`config.mk`:
```
export PLATFORM = sky130hd
export DESIGN_NAME = reg_scoreboard
export DESIGN_NICKNAME = d
export VERILOG_FILES = /design/src/rtl/reg_scoreboard_pkg.sv /design/src/rtl/reg_scoreboard.sv
export SDC_FILE = /design/constraint.sdc
export NUM_CORES = 1
export LEC_CHECK = 0
export ABC_AREA = 1
export BUFFER_PORTS_ARGS = -buffer_cell sky130_fd_sc_hd__buf_4
export CORE_AREA = 5 5 129 100
export CTS_CLUSTER_SIZE = 8
export DETAILED_ROUTE_END_ITERATION = 8
export DIE_AREA = 0 0 134 105
export PLACE_DENSITY = 0.64
export REMOVE_ABC_BUFFERS = 1
export SYNTH_ARGS = -nofsm -noshare
export SYNTH_HDL_FRONTEND = slang
export SYNTH_SLANG_ARGS = --single-unit
```
`constraint.sdc`:
```
create_clock -name clk -period 2.9 [get_ports clk]
set_clock_uncertainty 0.05 [all_clocks]
set_input_delay 0.29 -clock clk [delete_from_list [all_inputs] [get_ports clk]]
set_output_delay 0.29 -clock clk [all_outputs]
set_load 0.1 [all_outputs]
```
`src/rtl/reg_scoreboard_pkg.sv`:
```
// Shared CPU defines for the register scoreboard.
// Register-file address width and register count.
package reg_scoreboard_pkg;

  localparam int REG_AW = 5;
  localparam int NREGS  = 1 << REG_AW;

  typedef logic [REG_AW-1:0] reg_addr_t;

endpackage

```
`src/rtl/reg_scoreboard.sv`:
```
// Per-register pending-write scoreboard for issue/writeback hazards.
// Optional SCOREBOARD_WB_BYPASS_EN: clear busy on a forwarded last write.
module reg_scoreboard
  import reg_scoreboard_pkg::*;
#(
  parameter int CNT_W = 2
) (
  input  logic              clk,
  input  logic              rst,
  input  logic              issue_valid,
  input  logic [REG_AW-1:0] issue_wa,
  output logic              issue_ready,
  input  logic              wb_we,
  input  logic [REG_AW-1:0] wb_wa,
  input  logic              stallW,
  input  logic [REG_AW-1:0] ra1,
  input  logic [REG_AW-1:0] ra2,
  output logic              busy1,
  output logic              busy2,
  input  logic              flush,
  output logic              any_pending
);

  localparam logic [CNT_W-1:0] CMAX = '1;
  localparam logic [CNT_W-1:0] CONE = CNT_W'(1);

  logic [NREGS-1:0][CNT_W-1:0] cnt;
  logic [NREGS-1:0]            nz;

  logic commit;
  logic accept;
  logic hit;
  logic full;

  assign commit = wb_we & ~stallW
                & (wb_wa != '0);
  assign hit    = commit
                & (wb_wa == issue_wa);
  assign full   = (cnt[issue_wa] == CMAX);

  assign issue_ready = (issue_wa == '0)
                     | ~full | hit;

  assign accept = issue_valid & issue_ready
                & (issue_wa != '0);

  // r0 is hardwired zero and never tracked
  assign cnt[0] = '0;
  assign nz[0]  = 1'b0;

  generate
    for (genvar i = 1; i < NREGS; i++)
    begin : g_cnt
      logic [CNT_W-1:0] q;
      logic             inc;
      logic             dec;

      assign inc = accept
                 & (issue_wa == REG_AW'(i));
      assign dec = commit
                 & (wb_wa == REG_AW'(i))
                 & (q != '0);

      always_ff @(posedge clk) begin
        if (rst | flush)
          q <= '0;
        else if (inc & ~dec)
          q <= q + CONE;
        else if (dec & ~inc)
          q <= q - CONE;
      end

      assign cnt[i] = q;
      assign nz[i]  = |q;
    end
  endgenerate

  assign any_pending = |nz;

  logic [CNT_W-1:0] c1;
  logic [CNT_W-1:0] c2;
  logic             byp1;
  logic             byp2;

  assign c1 = cnt[ra1];
  assign c2 = cnt[ra2];

`ifdef SCOREBOARD_WB_BYPASS_EN
  assign byp1 = commit & (wb_wa == ra1)
              & (c1 == CONE);
  assign byp2 = commit & (wb_wa == ra2)
              & (c2 == CONE);
`else
  assign byp1 = 1'b0;
  assign byp2 = 1'b0;
`endif

  assign busy1 = (ra1 != '0)
               & (c1 != '0) & ~byp1;
  assign busy2 = (ra2 != '0)
               & (c2 != '0) & ~byp2;

endmodule

```
== Yosys cells after proc, flatten, opt, wreduce, memory -nomap -nowiden ==
Index checks and enable logic that the tools add are counted.

* Add/subtract/negate cells: 62
* Magnitude comparators: 3
* Equality and inequality tests: 64
* Mux-type cells: 68
* Bitwise gates (word level): 229
* Reductions and logical operators: 70

{| class="wikitable"
|+ Operator list
! kind !! count
|-
| AND 1 bit || 162
|-
| equality test 5 bit, second input constant || 32
|-
| two-way mux 2 bit || 65
|-
| nonzero test 2 bit || 64
|-
| equality test 5 x 4 -> 1 bit, second input constant || 16
|-
| NOT 1 bit || 64
|-
| adder 2 x 1 -> 2 bit, second input constant || 31
|-
| OR reduction 62 bit || 1
|-
| subtractor 2 x 1 -> 2 bit, second input constant || 31
|-
| equality test 5 x 3 -> 1 bit, second input constant || 8
|-
| binary-select mux 2 bit (select 5 bit) || 3
|-
| equality test 5 x 2 -> 1 bit, second input constant || 4
|-
| nonzero test 5 bit || 4
|-
| less-than comparator 5 x 6 -> 1 bit, second input constant || 3
|-
| equality test 5 x 1 -> 1 bit, second input constant || 2
|-
| equality test 5 bit || 1
|-
| zero test 5 bit || 1
|-
| bitwise OR 1 bit || 3
|-
| equality test 2 bit, second input constant || 1
|}

* Register bits after elaboration: 62
* Input port bits: 26
* Word-level logic and storage cells: 527

== Logic depth before layout (Yosys ltp) ==
Gate-level depths: netlist of the first run.

* Word-level depth: 13
* Mapped depth: 19

== Worst setup path before layout of the first run ==
Ideal clock, no wire load.

* Path type: input -> register
* Start: input issue_wa[0]
* End: register g_cnt[9].q[1]
* Library setup time: 58 ps
* Data arrival time: 2,725 ps
* Setup slack: 67 ps
* Stages on the path: 17
* Cell sequence: buf_6 nor2_2 nand2_1 nand3_1 nand2_1 nand2_1 o21ai_0 nand2_1 nand3_2 nand2_4 buf_6 nor2_2 ha_1 a21oi_1 o21ai_0 a21oi_1 o21a_1

* Longest elaborated chain between the ends: 12

{| class="wikitable"
|+ Ends and longest elaborated chain
! element !! RTL line !! RTL
|-
| from (decl) || reg_scoreboard.sv:11 || <nowiki>input logic [REG_AW-1:0] issue_wa,</nowiki>
|-
| binary-select mux 2 bit (select 5 bit) || reg_scoreboard.sv:39 || <nowiki>assign full = (cnt[issue_wa] == CMAX);</nowiki>
|-
| two-way mux 2 bit (implied by the code) || reg_scoreboard.sv:39 ||
|-
| equality test 2 bit || reg_scoreboard.sv:39 ||
|-
| NOT 1 bit || reg_scoreboard.sv:42 || <nowiki>| ~full | hit;</nowiki>
|-
| bitwise OR 1 bit || reg_scoreboard.sv:42 ||
|-
| bitwise OR 1 bit * || reg_scoreboard.sv:42 ||
|-
| via issue_ready || reg_scoreboard.sv:12 || <nowiki>output logic issue_ready,</nowiki>
|-
| AND 1 bit * || reg_scoreboard.sv:44 || <nowiki>assign accept = issue_valid & issue_ready</nowiki>
|-
| AND 1 bit * || reg_scoreboard.sv:45 || <nowiki>& (issue_wa != '0);</nowiki>
|-
| AND 1 bit * || reg_scoreboard.sv:59 || <nowiki>& (issue_wa == REG_AW'(i));</nowiki>
|-
| NOT 1 bit || reg_scoreboard.sv:69 || <nowiki>else if (dec & ~inc)</nowiki>
|-
| AND 1 bit || reg_scoreboard.sv:69 ||
|-
| nonzero test 2 bit (no source line) || n/a ||
|-
| to (signal assigned) || reg_scoreboard.sv:68 || <nowiki>q <= q + CONE;</nowiki>
|-
| to (signal assigned) || reg_scoreboard.sv:70 || <nowiki>q <= q - CONE;</nowiki>
|-
| to (decl) || reg_scoreboard.sv:54 || <nowiki>logic [CNT_W-1:0] q;</nowiki>
|}

Mark *: on every way through the listed nets, which the timed path passes. The rest lies on a longest branch. The select of a mux whose other input is x is not followed.
A chain may end at the register's enable or synchronous reset.

== Worst setup path in the final report of the first run ==
* Start: register g_cnt[20].q[1]
* End: register g_cnt[1].q[1]

* Longest elaborated chain between the ends: 12

{| class="wikitable"
|+ Ends and longest elaborated chain
! element !! RTL line
|-
| from (decl) || reg_scoreboard.sv:54
|-
| from (signal assigned) || reg_scoreboard.sv:68
|-
| from (signal assigned) || reg_scoreboard.sv:70
|-
| binary-select mux 2 bit (select 5 bit) * || reg_scoreboard.sv:39
|-
| two-way mux 2 bit (implied by the code) * || reg_scoreboard.sv:39
|-
| equality test 2 bit * || reg_scoreboard.sv:39
|-
| NOT 1 bit * || reg_scoreboard.sv:42
|-
| bitwise OR 1 bit * (2 in a row) || reg_scoreboard.sv:42
|-
| AND 1 bit * || reg_scoreboard.sv:44
|-
| AND 1 bit * || reg_scoreboard.sv:45
|-
| AND 1 bit * || reg_scoreboard.sv:59
|-
| NOT 1 bit || reg_scoreboard.sv:69
|-
| AND 1 bit || reg_scoreboard.sv:69
|-
| nonzero test 2 bit (no source line) || n/a
|-
| to (signal assigned) || reg_scoreboard.sv:68
|-
| to (signal assigned) || reg_scoreboard.sv:70
|-
| to (decl) || reg_scoreboard.sv:54
|}

Every way passes the cells marked *; elsewhere a longest branch is shown, timed or not. The select of a mux whose other input is x is not followed.

==> results.py, run 1 <==
metrics = {
    "clock_network": {
        "cts_made_buffers": 9,
        "clk_latency_ps": 340,
        "cts_root_buf": "clkbuf_16",
        "postCtsHoldBufs": 0,
        "cts_setup_buffers": 0,
        "cts_buffer_depth": 2,
        "ctsResizeCount": 0,
        "cts-htree-levels": 3,
        "clock-sinks": 62,
        "path_clk_slew_ps": 60,
        "cts_tree": "built",
    },
    "route": {
        "drt.antenna.violating_nets": 0,
        "wl_per_cell_um": 17.7,
        "drcViolationCount": 0,
        "wl_um": 18500,
        "detailroute.via_count": 5990,
        "dr.pass1.iters": 5,
        "via_per_inst": 5.74,
        "drt_iter0_markers": 534,
    },
    "sta": {
        "finalSetupViolations": 0,
        "rsz0062_at_grt": "no",
        "fin_hold_ws_ps": 191,
        "fin_crit_ps": 2570,
        "fmax_ghz": 0.389,
        "slew_headroom_pct": 52.6,
        "layout_setup_ws_ps": 329,
        "hold_viol": 0,
        "period_share_pct": 88.6,
        "drv_slew": 0,
        "tightest_slew_ps": 710,
    },
    "global_routing": {
        "grt_overflow": 0,
        "antenna_found_initial": 0,
        "grt_util_all_layers_pct": 26.4,
        "grt_max_degree": 34,
        "grt_pass1_vias": 5688,
        "grt_pass1_wl_um": 29400,
    },
    "cells_and_area": {
        "nets": 952,
        "layout-drive-gt1-share_pct": 11.7,
        "reg_top3": "g_cnt.q x62",
        "multi_input_area_um2": 3620,
        "final_area_um2": 6210,
        "final_cell_mix": "175 x nand2_1, 96 x a21oi_1, 95 x inv_1",
        "regArea_um2": 1240,
        "area_delta_synth_final_pct": 13.2,
        "final_core_util_pct": 54.2,
        "nFillCells": 1168,
        "final_common_cell": "nand2_1",
        "largest-register": "g_cnt.q",
        "largest_reg_flops": 62,
        "antenna_cells": 0,
    },
    "worst_setup_path": {
        "crit_top_cell": "nand2_1",
        "r2r_cells": 17,
        "cp_cell_sequence": "inv_1, o21ai_1, nand2_1, nand2_1, nand2_1, nand2_1, o21ai_0, nand2_1, nand3_2, nand2_4, buf_12, nor2_2, ha_1, a21oi_1, o21ai_0, a21oi_1, o21a_1",
        "critPathTopFamily": "compound AO/OA/AOI/OAI gates",
        "reg2reg_to": "g_cnt[1].q[1]$_SDFFE_PP0P_",
        "reg2reg_slack_ps": 330,
        "crit_buf_inv": 2,
        "slowest_delay_ps": 360,
        "r2r_start": "g_cnt[20].q[1]$_SDFFE_PP0P_",
        "path_max_fanout": 15,
        "endpoint_kind": "register",
        "worstSetupPathType": "reg -> reg",
        "cp.required_ps": 3140,
        "start_kind": "register",
        "arrival_ps": 2810,
        "critPathSlowestCell": "dfxtp_1",
    },
    "die": {
        "ioPinCount": 30,
        "rows": 34,
        "die-area_um2": 14100,
        "die-width_um": 134,
        "initial_core_util_pct": 47.9,
        "die_h_um": 105,
        "core_area_um2": 11400,
    },
    "placement": {
        "io_buffers": 29,
        "dp_hpwl_um": 14300,
        "placed_area_um2": 5860,
        "gp_congestion": 0.996,
        "place_ws_ps": 72.5,
    },
    "yosys": {
        "synth-edff-count": 0,
        "synthSimpleGateAreaFrac_pct": 31.1,
        "syn_inst": 875,
        "synth.yosys.seq_area_share_pct": 22.6,
        "syn_area_um2": 5480,
        "yosysUniqueCellTypes": 34,
        "ys_warn_count": 0,
        "ys.flop_type": "dfxtp_1",
        "synth.mux.area_fraction_pct": 0,
        "synth_area_per_cell_um2": 6.27,
        "synth-compound-area-share_pct": 22.0,
        "synth-async-reset-ratio_pct": 0,
        "synth_top_family_by_area": "simple AND/OR/NAND/NOR gates",
        "synth_xor_area_share_pct": 5.75,
        "synth_fa_ha_area_share_pct": 7.07,
        "synth-seq-cells": 62,
    },
    "power_and_ir_drop": {
        "vdd_ir_drop_max_mv": 0.258,
        "p_total_w": 0.00254,
        "total_leakage_power_nw": 2.63,
        "p_per_area_nw_per_um2": 409,
    },
    "worst_hold_path": {
        "hp-start": "rst",
        "min_to": "g_cnt[14].q[0]$_SDFFE_PP0P_",
        "hp-class": "in -> reg",
        "hold_path_depth": 3,
    },
    "job": {
        "cap_viol_max_count": 0,
    },
    "status": {
        "outcome": "completed",
    },
}
-- cell usage after synthesis (24+ instances only) --
cell | number | area [um2]
o21ai_0 | 85 | 425
nor2_2 | 31 | 194
xor2_1 | 33 | 289
inv_1 | 95 | 357
nand2_1 | 175 | 657
o21a_1 | 31 | 233
nand3_1 | 46 | 230
nor2_1 | 78 | 293
clkbuf_1 | 24 | 90.1
dfxtp_1 | 62 | 1240
a21oi_1 | 96 | 480
ha_1 | 31 | 388
nand4_1 | 35 | 219
-- cell families after synthesis --
kind of cell | after synthesis
flip-flops | 62
AO/OA/AOI/OAI | 223
XOR/XNOR | 36
adder cells (fa/ha/maj) | 31
buffers and inverters | 142
AND/OR/NAND/NOR | 381
-- routing by layer --
layer  share of wire [%]  track usage [%]
met5                   0                0
met4                 2.2             9.03
met3                 8.4             5.72
met2                  44             40.7
met1                  45             36.5
-- area by class of cell --
type / count / share of cell area (%)
tap: 144 / 2.90
inverter: 100 / 6.05
sequential: 62 / 20.0
clock inverter: 7 / 1.96
multi-input combinational: 671 / 58.3
timing repair buffer: 51 / 7.18
clock buffer: 9 / 3.63
-- per-stage QoR --
stage | TNS [ps] | instances
final | 0 | 1044
after global placement | 0 | 1028
after floorplan | -5610 | 833
after CTS | 0 | 1044
after global routing | 0 | 1044
after detailed placement | 0 | 1028
-- worst max path at each step --
| stage | from | to | slack [ps] | depth (start not counted) |
|---|---|---|---|---|
| after CTS | g_cnt[20].q[1]$_SDFFE_PP0P_ | g_cnt[6].q[1]$_SDFFE_PP0P_ | 340 | 17 |
| after detailed placement | issue_wa[0] | g_cnt[18].q[1]$_SDFFE_PP0P_ | 70 | 18 |
| after global routing | g_cnt[20].q[0]$_SDFFE_PP0P_ | g_cnt[3].q[1]$_SDFFE_PP0P_ | 80 | 17 |
| after global placement | issue_wa[0] | g_cnt[18].q[1]$_SDFFE_PP0P_ | 100 | 18 |
| final | g_cnt[20].q[1]$_SDFFE_PP0P_ | g_cnt[1].q[1]$_SDFFE_PP0P_ | 330 | 17 |
| after floorplan | issue_wa[1] | g_cnt[10].q[1]$_SDFFE_PP0P_ | -210 | 16 |
-- where the power goes --
part	switching (W)	leakage [nW]	internal, W
clock network	0.000434	0.170	0.000844
registers	0.00000372	0.500	0.000856
logic	0.000279	1.96	0.000120
-- worst reg2reg max path: stages (launching register included) --
cell and delay [ps]:
dfxtp_1 360, inv_1 90, o21ai_1 230, nand2_1 90, nand2_1 70, nand2_1 90
nand2_1 70, o21ai_0 100, nand2_1 80, nand3_2 90, nand2_4 100, buf_12 160
nor2_2 50, ha_1 320, a21oi_1 130, o21ai_0 130, a21oi_1 150, o21a_1 140
Note: power is estimated with default switching activity, not from simulation.
==> inputs of run 2 (changes only) <==
--- a/config.mk
+++ b/config.mk
@@ -7,10 +7,10 @@
 export LEC_CHECK = 0
 export ABC_AREA = 1
 export BUFFER_PORTS_ARGS = -buffer_cell sky130_fd_sc_hd__buf_4
-export CORE_AREA = 5 5 129 100
+export CORE_AREA = 2 2 126 97
 export CTS_CLUSTER_SIZE = 8
 export DETAILED_ROUTE_END_ITERATION = 8
-export DIE_AREA = 0 0 134 105
+export DIE_AREA = 0 0 128 99
 export PLACE_DENSITY = 0.64
 export REMOVE_ABC_BUFFERS = 1
 export SYNTH_ARGS = -nofsm -noshare
==> results.py, run 2 (same netlist as run 1, synthesis figures left out) <==
metrics = {
    "placement": {
        "gp_congestion": 0.996,
        "dp_hpwl_um": 14100,
        "io_buffers": 29,
    },
    "sta": {
        "hold_viol": 0,
        "finalSetupViolations": 0,
        "fin_hold_ws_ps": 486,
        "rsz0062_at_grt": "no",
        "tightest_slew_ps": 741,
        "period_share_pct": 91.1,
        "fmax_ghz": 0.379,
        "fin_crit_ps": 2640,
        "slew_headroom_pct": 50.5,
        "drv_slew": 0,
    },
    "worst_setup_path": {
        "start_kind": "register",
        "worstSetupPathType": "reg -> reg",
        "arrival_ps": 2870,
        "r2r_cells": 17,
        "reg2reg_slack_ps": 260,
        "reg2reg_to": "g_cnt[8].q[1]$_SDFFE_PP0P_",
        "r2r_start": "g_cnt[4].q[1]$_SDFFE_PP0P_",
        "endpoint": "g_cnt[8].q[1]$_SDFFE_PP0P_",
        "path_max_fanout": 15,
        "cp.required_ps": 3130,
        "endpoint_kind": "register",
        "startpoint": "g_cnt[4].q[1]$_SDFFE_PP0P_",
    },
    "power_and_ir_drop": {
        "p_int_w": 0.00169,
        "total_leakage_power_nw": 2.61,
        "pwr-share-comb_pct": 16.9,
        "p_sw_w": 0.000716,
        "vdd_ir_drop_max_mv": 0.253,
        "switching_share_pct": 29.8,
        "pwr-share-clk_pct": 47.4,
        "p_total_w": 0.00241,
        "seq_power_share_pct": 35.7,
        "p_per_area_nw_per_um2": 389,
    },
    "cells_and_area": {
        "final_cell_mix": "175 x nand2_1, 96 x a21oi_1, 95 x inv_1",
        "largest_reg_flops": 62,
        "largest-register": "g_cnt.q",
        "reg_top3": "g_cnt.q x62",
        "antenna_cells": 0,
        "nets": 951,
        "final_common_cell": "nand2_1",
        "area_delta_synth_final_pct": 12.8,
        "layout-drive-gt1-share_pct": 11.6,
    },
    "global_routing": {
        "antenna_found_initial": 0,
        "grt_use_met1_pct": 41.6,
        "grt_overflow": 0,
        "grt_pass1_wl_um": 29100,
        "grt.met3_usage_pct": 4.99,
        "grt_max_degree": 35,
        "top_usage_layer": "met2",
        "grt_util_all_layers_pct": 29.6,
        "grt_pass1_vias": 5592,
        "use_met2_pct": 47.3,
    },
    "clock_network": {
        "cts_root_buf": "clkbuf_16",
        "cts-htree-levels": 3,
        "cts_made_buffers": 9,
        "cts_buffer_depth": 2,
        "postCtsHoldBufs": 0,
        "clock-sinks": 62,
        "clk_latency_ps": 340,
        "path_clk_slew_ps": 60,
        "cts_tree": "built",
    },
    "route": {
        "drt.antenna.violating_nets": 0,
        "wl_um": 18300,
        "dr.pass1.iters": 5,
        "drcViolationCount": 0,
        "detailroute.via_count": 6029,
        "via_per_inst": 5.78,
        "wl_per_cell_um": 17.6,
        "drt_iter0_markers": 490,
    },
    "worst_hold_path": {
        "hp-class": "reg -> reg",
    },
    "job": {
        "cap_viol_max_count": 0,
    },
    "die": {
        "core_area_um2": 11400,
        "initial_core_util_pct": 48.1,
        "die_h_um": 99,
        "die-width_um": 128,
        "rows": 34,
        "die-area_um2": 12700,
        "ioPinCount": 30,
    },
    "status": {
        "outcome": "completed",
    },
}
[run 2: cell types whose count changed in the layout (fill, tap and decap cells not counted), sizes merged]
cell,delta
buf,-1
inv,-1
clkbuf,+2
clkinv,-2
bufinv,-2
clkinvlp,+3
[run 2: how the worst min path moves through the flow]
stage | start | end | slack (ps) | depth (start not counted)
after global placement | g_cnt[7].q[1]$_SDFFE_PP0P_ | g_cnt[7].q[1]$_SDFFE_PP0P_ | 460 | 2
after CTS | g_cnt[9].q[1]$_SDFFE_PP0P_ | g_cnt[9].q[1]$_SDFFE_PP0P_ | 490 | 2
after detailed placement | g_cnt[9].q[1]$_SDFFE_PP0P_ | g_cnt[9].q[1]$_SDFFE_PP0P_ | 470 | 2
after global routing | g_cnt[5].q[1]$_SDFFE_PP0P_ | g_cnt[5].q[1]$_SDFFE_PP0P_ | 510 | 2
final | g_cnt[3].q[1]$_SDFFE_PP0P_ | g_cnt[3].q[1]$_SDFFE_PP0P_ | 490 | 2
after floorplan | g_cnt[14].q[1]$_SDFFE_PP0P_ | g_cnt[14].q[1]$_SDFFE_PP0P_ | 440 | 2
[run 2: power by group through the flow]
stage          registers (W)  logic (W)  clock network [W]
6_report            0.000860   0.000407            0.00114
5_1_grt             0.000860   0.000432            0.00119
4_1_cts             0.000860   0.000398            0.00115
3_5_place_dp        0.000878   0.000397                  0
3_3_place_gp        0.000878   0.000393                  0
2_1_floorplan       0.000877   0.000207                  0
[run 2: per-stage QoR]
step                std cells  area, um2  setup slack (ps)  TNS, ps  utilization [%]
global placement         1027       5880               144        0             51.5
finish                   1043       6190               259        0             54.3
CTS                      1043       6190               250        0             54.3
detailed placement       1027       5880              34.7        0             51.5
floorplan                 833       5230              -215    -5610                -
global route             1043       6190              52.1        0             54.3
[run 2: timing repair]
action	in CTS	in global routing
gates resized for setup	0	2
setup endpoints to repair	0	6
setup buffers	0	0
[run 2: routing by layer]
metal | part of all wire, % | routed length [um]
met1 | 46 | 8460
met3 | 7.9 | 1440
met5 | 0 | 0
met4 | 1.8 | 328
met2 | 44 | 8090
[run 2: critical path, stage by stage, from the launching register on]
cell and delay (ps):
dfxtp_1 340, inv_1 70, o21ai_1 210, nand2_1 80
nand2_1 60, nand2_1 50, nand2_1 60, o21ai_0 130
nand2_1 120, nand3_2 100, nand2_4 150, buf_12 180
nor2_2 40, ha_1 310, a21oi_1 110, o21ai_0 140
a21oi_1 210, o21a_1 160
[run 2: final cells by class]
type	instances	area, um2
timing repair buffer	50	463
sequential	62	1240
multi-input combinational	671	3620
clock inverter	5	57.6
fill	1168	5210
inverter	100	375
tap	144	180
clock buffer	11	253
